==> src/rtl/conv_sequencer.sv <==
// -----------------------------------------------------------------------------
// conv_sequencer
//   Sequences a 3x3 sliding-window convolution over an IMG_W x IMG_H image.
//   For every valid output position (r, c) it issues three taps (filter
//   columns k = 0..2). Each tap drives the filter column select and three
//   image row addresses, plus the accumulate strobes for a downstream MAC.
//   The finished pixel is then presented through a valid/ready handshake.
//
// Ports
//   clk        clock, all state changes on the rising edge
//   rst        synchronous active-high reset
//   start      begin a frame (sampled in IDLE only)
//   busy       high from the cycle after start is accepted until done
//   done       one-cycle pulse after the last output handshake
//   filt_cnt   filter column select (combinational from k, 0 outside RUN)
//   img_addr1  image address, window row 0 (registered, tap-aligned)
//   img_addr2  image address, window row 1 (registered, tap-aligned)
//   img_addr3  image address, window row 2 (registered, tap-aligned)
//   mac_en     accumulate the current tap (registered, tap-aligned)
//   acc_clr    with mac_en: load instead of add (first tap of a window)
//   out_valid  accumulated pixel ready
//   out_ready  consumer accepts the pixel
//   out_row    output row of the pixel under out_valid
//   out_col    output column of the pixel under out_valid
// -----------------------------------------------------------------------------
module conv_sequencer #(
    parameter int IMG_W  = 8,
    parameter int IMG_H  = 8,
    parameter int ADDR_W = 6
) (
    input  logic              clk,
    input  logic              rst,
    input  logic              start,
    output logic              busy,
    output logic              done,
    output logic [1:0]        filt_cnt,
    output logic [ADDR_W-1:0] img_addr1,
    output logic [ADDR_W-1:0] img_addr2,
    output logic [ADDR_W-1:0] img_addr3,
    output logic              mac_en,
    output logic              acc_clr,
    output logic              out_valid,
    input  logic              out_ready,
    output logic [ADDR_W-1:0] out_row,
    output logic [ADDR_W-1:0] out_col
);

    localparam logic [ADDR_W-1:0] ROW_STRIDE = ADDR_W'(IMG_W);
    localparam logic [ADDR_W-1:0] LAST_R     = ADDR_W'(IMG_H - 3);
    localparam logic [ADDR_W-1:0] LAST_C     = ADDR_W'(IMG_W - 3);
    localparam logic [ADDR_W-1:0] ONE        = ADDR_W'(1);
    localparam logic [ADDR_W-1:0] TWO        = ADDR_W'(2);

    typedef enum logic [1:0] {
        S_IDLE,
        S_RUN,
        S_FLUSH,
        S_OUT
    } state_t;

    state_t            state;
    state_t            state_nxt;
    logic [ADDR_W-1:0] r;
    logic [ADDR_W-1:0] c;
    logic [1:0]        k;

    logic              issue;
    logic              accept;
    logic              last_pos;

    // Linear image address of window element (row, col + tap), kept at
    // ADDR_W bits; the parameter rule guarantees the largest one fits.
    function automatic logic [ADDR_W-1:0] tap_addr(
        input logic [ADDR_W-1:0] row,
        input logic [ADDR_W-1:0] col,
        input logic [1:0]        tap
    );
        return row * ROW_STRIDE + col + ADDR_W'(tap);
    endfunction

    assign issue    = (state == S_RUN);
    assign accept   = (state == S_OUT) && out_ready;
    assign last_pos = (r == LAST_R) && (c == LAST_C);

    // Filter column select is combinational so the external filter address
    // register lines up with the registered image addresses one cycle later.
    assign filt_cnt  = issue ? k : 2'd0;
    assign out_valid = (state == S_OUT);
    assign out_row   = r;
    assign out_col   = c;

    always_ff @(posedge clk) begin
        if (rst) begin
            state <= S_IDLE;
        end else begin
            state <= state_nxt;
        end
    end

    always_comb begin
        state_nxt = state;
        case (state)
            S_IDLE:  if (start) state_nxt = S_RUN;
            S_RUN:   if (k == 2'd2) state_nxt = S_FLUSH;
            S_FLUSH: state_nxt = S_OUT;
            S_OUT: begin
                if (out_ready) begin
                    state_nxt = last_pos ? S_IDLE : S_RUN;
                end
            end
            default: state_nxt = S_IDLE;
        endcase
    end

    // Stage boundary: tap issued in cycle t -> addresses/strobes visible at t+1.
    always_ff @(posedge clk) begin
        if (rst) begin
            r         <= '0;
            c         <= '0;
            k         <= 2'd0;
            busy      <= 1'b0;
            done      <= 1'b0;
            mac_en    <= 1'b0;
            acc_clr   <= 1'b0;
            img_addr1 <= '0;
            img_addr2 <= '0;
            img_addr3 <= '0;
        end else begin
            done    <= accept && last_pos;
            mac_en  <= issue;
            acc_clr <= issue && (k == 2'd0);

            if (state == S_IDLE && start) begin
                busy <= 1'b1;
                r    <= '0;
                c    <= '0;
                k    <= 2'd0;
            end else if (accept && last_pos) begin
                busy <= 1'b0;
            end

            if (issue) begin
                k         <= (k == 2'd2) ? 2'd0 : k + 2'd1;
                img_addr1 <= tap_addr(r,        c, k);
                img_addr2 <= tap_addr(r + ONE,  c, k);
                img_addr3 <= tap_addr(r + TWO,  c, k);
            end

            // Row-major advance of the output position on a non-final handshake.
            if (accept && !last_pos) begin
                if (c == LAST_C) begin
                    c <= '0;
                    r <= r + ONE;
                end else begin
                    c <= c + ONE;
                end
            end
        end
    end

endmodule

==> config.mk <==
export PLATFORM = sky130hd
export DESIGN_NAME = conv_sequencer
export DESIGN_NICKNAME = d
export VERILOG_FILES = /design/src/rtl/conv_sequencer.sv
export SDC_FILE = /design/constraint.sdc
export NUM_CORES = 1
export LEC_CHECK = 0
export BUFFER_PORTS_ARGS = -buffer_cell sky130_fd_sc_hd__buf_2
export CORE_MARGIN = 1.5
export CORE_UTILIZATION = 38
export CTS_CLUSTER_SIZE = 16
export DETAILED_ROUTE_END_ITERATION = 16
export SYNTH_ARGS = -nofsm -noshare
export SYNTH_HDL_FRONTEND = slang
export SYNTH_SLANG_ARGS = --single-unit
==> constraint.sdc <==
create_clock -name clk -period 2 [get_ports clk]
set_input_delay 0.2 -clock clk [delete_from_list [all_inputs] [get_ports clk]]
set_output_delay 0.2 -clock clk [all_outputs]
set_load 0.01 [all_outputs]
== After elaboration in Yosys (flattened, before gate mapping) ==
Cells that the tools add are included.
Storage, ports and cells
  output and inout port bits: 37
  logic and storage cells: 60
  register bits: 38
  input port bits: 4
Operators by class
  reduce and logical (&&, ||, !) cells: 13
  multiplexer cells: 17
  add/subtract/negate cells: 10
  equal/unequal tests: 9
Operators by type and width (number)
  $mux 6: 6
  $add 6x2->6: 3
  $add 6x6->6: 3
  $mux 2: 7
  $add 6x1->6 const B: 2
  $eq 6x3->1 const B: 2
  $pmux 2 s4: 1
  $eq 2x2->1 const B: 3
  $logic_and 1x1->1: 6
  $reduce_bool 2->1: 3
  $logic_not 2->1: 2
  $ne 2x1->1 const B: 2
  $add 3x2->3 const B: 1
  $mux 1: 3
  $reduce_and 3->1: 1
  $add 2x1->2 const B: 1
  $eq 2x1->1 const B: 1
  $ne 2x2->1 const B: 1
  $logic_not 1->1: 1

== Depth between registers and ports, before layout ==
Gate-level depths: netlist of the first run.
  depth after elaboration: 5
  depth in mapped cells: 8
  mapped depth without buffers: 8

== Least setup slack after synthesis of the first run ==
No wires, ideal clock.
  kind: register to register
  from: reg state[1]
  to: reg state[0]
  slack: 0.212 ns
  library setup time: 0.070 ns
  data required time: 1.930 ns
  stages on the path, launching flop included: 7
  path buffers: 0
  clock period less this slack: 1.788 ns
  data arrival time: 1.718 ns
  cell sequence: dfxtp_1 -> inv_1 -> ha_1 -> and2_1 -> nor4_1 -> mux2_2 -> a21oi_1
Between the ends
  word-level cells in the longest chain between the ends: 3
  elaborated cells between the ends (all ways): 9
  those cells by class: 6 x eq/ne; 1 x mux; 2 x reduce/logical
RTL lines
  start, declared: line 61  | state_t state;
  start signal, assigned: line 96  | state <= state_nxt;
  $eq 2x1->1 *
  named net issue: line 67  | logic issue;
  $ne 2x1->1 (no line)
  $reduce_and 3->1 (no line)
Mark *: on every way through the listed nets, which the timed path passes. The rest lies on a longest branch.
A chain may end at the register's enable or synchronous reset.

== Final worst setup path of the first run ==
  from: reg r[0] (netlist: out_row[0])
  to: reg img_addr1[5]
Between the ends
  word-level cells in the longest chain between the ends: 2
RTL lines
  start, declared: line 63  | logic [ADDR_W-1:0] r;
  start signal, assigned: line 153  | r <= r + ONE;
  $add 6x6->6: line 78  | return row * ROW_STRIDE + col + ADDR_W'(tap);
  $add 6x2->6: line 78
  end signal, assigned: line 144  | img_addr1 <= tap_addr(r, c, k);
  end, declared: line 37  | output logic [ADDR_W-1:0] img_addr1,
No other way between the ends.

==> metrics.csv, run 1 <==
metric,value,unit
Area Growth Syn to Fin,22.0,%
fin. max-slew vios,0,
Main synth FF type,dfxtp_1,
RR Startpoint,out_row[0],
Post-synth EDFFs,0,
hold-fix buffers at CTS,0,
"area leader, netlist",dfxtp_1,
R2R Setup Slk,0.20,ns
LEAKAGE,0.00106,uW
Worst slew margin,71.3,%
Synth area leaders,"dfxtp_1, ha_1, a21oi_1, inv_1, buf_4",
Row Count,25,
vias,1555,
post-CTS setup buffer count,0,
Period minus WS final,1.80,ns
Skew-Pair Late Insertion Delay,0.28,ns
Setup crit start,out_row[0],
Iter 0 DRT Violations,74,
Max VDD drop,307,uV
HPWL Detailed,3000,um
Yosys top cell area share,33.9,%
grt total ovfl,0,
CTS max path bufs,2,
Mapped Cells,206,
PortBufs,40,
WL final,4010,um
post-synth cell types,42,
DRT Pass-1 Iters,4,
Final nets,272,
Pwr per Cell Area,891,nW/um^2
Ports,41,
layout cells sized above 1,26.6,%
HP Class,in2reg,
WL/cell,13.1,um
routability congestion estimate,0.786,
"Clk pin slew, worst setup/hold paths",0.07,ns
"commonest non-fill, non-tap cell in the layout",buf_2,
Hold Crit Start,rst,
most frequent cells in the layout,"buf_2, dfxtp_1, a21oi_1",
starting density of the core,39.1,%
DRC,0,
cells resized by post-CTS repair,0,
fmax,0.554,GHz
crit path DAT,2.00,ns
clk_skew,0.00692,ns
die area,5250,um^2
Slew @ Worst Pin,0.430,ns
post-route ant nets,0,
setup TNS,0,ns
nature of the critical path endpoint,register,
WHS Path Cells,2,
Reg2Reg Depth,6,
fin crit share,90.2,%
"critical path fanouts, max",8,
fill cell count,494,
CTS tree,built,
syn nets,227,
Die Wd,72.5,um
first-pass GRT wire length,6530,um
sequential fraction of the synthesis area,33.9,%
Ant. Diodes,0,
Setup-failing EPs final,0,
status,"complete, no violations",
GRT Resource Usage Total,16.2,%
CP startpoint kind,register,
CP Class,reg2reg,
clk sink count,31,
final instance area,2240,um^2
Root Driver,clkbuf_8,
synth warn,0,
Fin. Hold Viols,0,
Critical Path RT,2.20,ns
DIE HEIGHT,72.5,um
"FFs w/ async S/R, synth",0,%
"Cell Area, Synth",1830,um^2
Max Cap Viol,0,
vias in the first global route,1317,
Num CTS Buffers,5,
placed cell area,2110,um^2
htree depth,2,
"flops & latches, synth",31,
total core area,4690,um^2
DR vias/cell,5.08,
Syn Area/Cell,8.90,um^2
unrepaired setup endpoints after global routing,false,
largest net degree at the start of global routing,23,
initial antenna violation count,0,
metal layers:
layer	up-vias	track usage [%]	wire length, um
li1	816	-	-
met1	709	21.7	1970
met2	26	25.1	1850
met3	4	4.17	133
met4	0	6.29	51
met5	-	0	0
worst max-delay path, stage by stage (launching register included):
cell and delay (ns):
dfxtp_2 0.42, inv_1 0.11, ha_1 0.42, nor3b_1 0.08, a221o_1 0.34, xnor2_1 0.13, a211oi_1 0.22
logic make-up after synthesis:
| family | share of synthesized area [%] |
|---|---|
| simple gates | 21.6 |
| fa+ha+maj | 12.0 |
| compound gates | 18.3 |
| flops | 33.9 |
| mux | 2.80 |
| buf+inv | 7.37 |
| xor+xnor | 4.10 |
stage by stage:
stage | power, uW | instances | hold WS, ns | setup WS (ns) | util (%)
after floorplan | 1200 | 206 | 0.393 | 0.212 | -
after global placement | 1370 | 298 | 0.454 | 0.116 | 45.0
after detailed placement | 1370 | 298 | 0.459 | 0.112 | 45.0
after CTS | 2020 | 306 | 0.262 | 0.0790 | 47.5
after global routing | 2140 | 306 | 0.284 | 0.0278 | 47.7
final | 1990 | 306 | 0.269 | 0.195 | 47.7
worst paths after layout:
kind	end
hold / removal	state[1]
setup / recovery	img_addr1[5]
hold reg to reg	img_addr2[4]
setup reg to reg	img_addr1[5]
registers in the layout, summed over array words and instances, names as in the netlist:
name and cells:
img_addr1 6, out_row 6, acc_clr 1, state 2, busy 1, out_col 6
mac_en 1, img_addr3 2, k 2, done 1, img_addr2 3
cell usage after synthesis, drive strengths merged, types with 3 or more instances:
cell type / count
dfxtp: 31
nand4: 3
a211oi: 3
and3: 3
nor2: 12
o21ai: 9
nand2: 11
nand3: 9
nor3: 3
nor2b: 5
and2: 6
nand2b: 6
o2111ai: 3
ha: 16
buf: 7
inv: 15
nand3b: 3
clkbuf: 7
nor3b: 3
xnor2: 4
a21oi: 17
mux2i: 4
a311oi: 4
cell type report:
type / instances / area [um^2] / area share (%)
Tap cell: 54 / 67.6 / 3.02
Inverter: 15 / 56.3 / 2.52
Timing Repair Buffer: 52 / 290 / 13.0
Sequential cell: 31 / 622 / 27.8
Clock inverter: 2 / 35.0 / 1.57
Clock buffer: 6 / 82.6 / 3.69
Multi-Input combinational cell: 146 / 1080 / 48.4
report_power, final:
group | internal [uW] | switching, uW | total [uW]
clock | 403 | 235 | 637
combinational | 275 | 315 | 590
sequential | 708 | 56.4 | 764
total | 1390 | 606 | 1990
(Power assumes the default switching activity.)
==> run 2: changes to the inputs <==
ABC_AREA = 1   (was not set)
CORE_UTILIZATION = 54   (was 38)
PLACE_DENSITY = 0.79   (was not set)
==> run 2 against run 1 <==
Utilization is 18 points higher. Critical endpoint is now img_addr2[5]. First-iteration DRC count increased by 8.1%. Largest power group unchanged. Register-to-register slack better by 0.05 ns. Sequential share of layout area grew 0.25 points. Highest routed layer unchanged.
==> metrics.csv, run 2 <==
metric,value,unit,change
placed cell area,2160,um^2,+2.2%
"FFs w/ async S/R, synth",0,%,unchanged
clk_skew,0.00279,ns,-0.00413 ns
vias in the first global route,1525,,+16%
utilization after layout,65.4,%,+18 points
Hold Crit Start,rst,,
crit path DAT,2.00,ns,about the same
routability congestion estimate,0.865,,+10%
"Cell Area, Synth",1950,um^2,+6.2%
CTS max path bufs,2,,unchanged
Synth area leaders,"dfxtp_1, nand2_1, ha_1, inv_1, nand3_1",,
Worst slew margin,71.0,%,-0.35 points
CP Class,reg2reg,,
Num CTS Buffers,5,,unchanged
setup TNS,0,ns,unchanged
DIE HEIGHT,63.0,um,-13%
total core area,3390,um^2,-28%
Pwr per Cell Area,791,nW/um^2,-11%
DRC,0,,unchanged
first-pass GRT wire length,6660,um,+2.0%
dpl ws,0.190,ns,+0.0786 ns
Max Cap Viol,0,,unchanged
Main synth FF type,dfxtp_1,,
htree depth,2,,unchanged
fmax,0.569,GHz,+2.7%
Setup crit start,out_row[1],,
grt total ovfl,0,,unchanged
Max VDD drop,382,uV,+24%
fill cell count,303,,-39%
Syn Area/Cell,7.13,um^2,-20%
Row Count,21,,-16%
top-count cell post-synth,nand2_1,,
die area,3970,um^2,-24%
starting density of the core,57.4,%,+18 points
most frequent cells in the layout,"nand2_1, buf_2, inv_1",,
PortBufs,40,,unchanged
Period minus WS final,1.76,ns,-0.0471 ns
post-route ant nets,0,,unchanged
largest net degree at the start of global routing,13,,-43%
"critical path fanouts, max",6,,-2
clock power share,21.3,%,-11 points
final instance area,2220,um^2,-0.89%
RR Startpoint,out_row[1],,
"top cells by count, synth","nand2_1, inv_1, dfxtp_1, nor2_1, nand3_1",,
layout cells sized above 1,21.4,%,-5.2 points
LEAKAGE,0.00116,uW,+9.0%
Root Driver,clkbuf_4,,
HP Class,in2reg,,
Comb power frac,33.9,%,+4.3 points
post-synth cell types,31,,-26%
"Clk pin slew, worst setup/hold paths",0.09,ns,+0.02 ns
fin crit share,87.9,%,-2.4 points
nature of the critical path endpoint,register,,
CTS tree,built,,
Ant. Diodes,0,,unchanged
Net Sw Power,635,uW,+4.7%
GRT Resource Usage Total,21.3,%,+5.0 points
Ports,41,,unchanged
hold-fix buffers at CTS,0,,unchanged
P_int,1120,uW,-19%
switching part of the total,36.2,%,+5.8 points
clk sink count,31,,unchanged
HPWL Detailed,3060,um,+1.9%
Flop pwr share,44.8,%,+6.4 points
Mapped Cells,273,,+33%
Fin. Hold Viols,0,,unchanged
DRT Pass-1 Iters,4,,unchanged
Pwr Total,1750,uW,-12%
Skew-Pair Late Insertion Delay,0.33,ns,+0.05 ns
initial antenna violation count,0,,unchanged
Critical Path RT,2.24,ns,+0.04 ns
Die Wd,63.0,um,-13%
status,"complete, no violations",,
Yosys top cell area share,31.9,%,-2.0 points
"flops & latches, synth",31,,unchanged
sequential fraction of the synthesis area,31.9,%,-2.0 points
syn nets,294,,+30%
"area leader, netlist",dfxtp_1,,
vias,1764,,+13%
synth warn,0,,unchanged
Setup-failing EPs final,0,,unchanged
"commonest non-fill, non-tap cell in the layout",nand2_1,,
DR vias/cell,4.91,,-3.3%
unrepaired setup endpoints after global routing,false,,
Post-synth EDFFs,0,,unchanged
WL/cell,11.0,um,-16%
Slew @ Worst Pin,0.431,ns,+0.00130 ns
Area Growth Syn to Fin,13.8,%,
CP startpoint kind,register,,
post-route worst setup slack,0.242,ns,+0.0471 ns
fin. max-slew vios,0,,unchanged
Final nets,334,,+23%
WL final,3950,um,-1.7%
Iter 0 DRT Violations,80,,+8.1%
run 2: cell types whose count changed after synthesis, moves of 4 or more:
cell / delta
nand2b_1: -6
nor2b_1: -5
nor2_1: +10
o21ai_0: +7
inv_1: +22
clkbuf_1: -4
nand2_1: +56
nand3_1: +12
and2_1: -6
mux2i_1: -4
run 2: power by group through the flow:
stage               logic, uW  clock network, uW  registers, uW
floorplan                 373                  0            832
global placement          592                  0            796
detailed placement        597                  0            800
CTS                       601                386            786
global route              679                413            798
finish                    594                374            786
run 2: area by class of cell:
type | count | area (um^2) | share of cell area, %
clock inverters | 1 | 5.00 | 0.226
inverters | 40 | 154 | 6.95
well taps | 46 | 57.6 | 2.60
clock buffers | 6 | 51.3 | 2.32
flip-flops and latches | 31 | 622 | 28.1
multi-input cells | 188 | 1070 | 48.4
repair buffers | 47 | 253 | 11.4
run 2: path summary, 6_finish.rpt:
check | to | slack [ns] | cells past startpoint
hold / removal | k[1] | 0.12 | 2
setup / recovery | img_addr2[5] | 0.24 | 12
setup reg to reg | img_addr2[5] | 0.24 | 12
hold reg to reg | busy | 0.47 | 2
run 2: kinds of logic after synthesis:
| logic type | Yosys count | synth area share (%) |
|---|---|---|
| flops | 31 | 31.9 |
| xor+xnor | 7 | 3.15 |
| fa+ha+maj | 17 | 11.3 |
| buf+inv | 54 | 13.0 |
| simple gates | 123 | 29.1 |
| compound gates | 41 | 11.6 |
run 2: metrics by stage:
step | hold WS [ns] | std cells
finish | 0.125 | 359
global route | 0.128 | 359
CTS | 0.111 | 359
detailed placement | 0.462 | 352
global placement | 0.447 | 352
floorplan | 0.406 | 273
run 2: layer usage:
layer	track usage [%]	vias up	wire, um
met3	4.32	8	198
met4	9.17	0	82
met2	34.7	40	1760
met1	27.0	773	1900
li1	-	943	-
met5	0	-	0
run 2: worst max-delay path, stage by stage, from the launching register on:
cell and delay, ns:
dfxtp_2 0.38, inv_1 0.07, ha_1 0.27, inv_1 0.04, ha_1 0.31, nand2_1 0.11, inv_1 0.07, a21oi_1 0.14
nand2_1 0.06, nand2_1 0.06, nand3_1 0.07, nand2_1 0.06, inv_1 0.03
run 2: repair_timing:
action	4_1_cts	5_1_grt
setup buffers	0	0
gates resized for setup	0	1
setup endpoints to repair	0	1
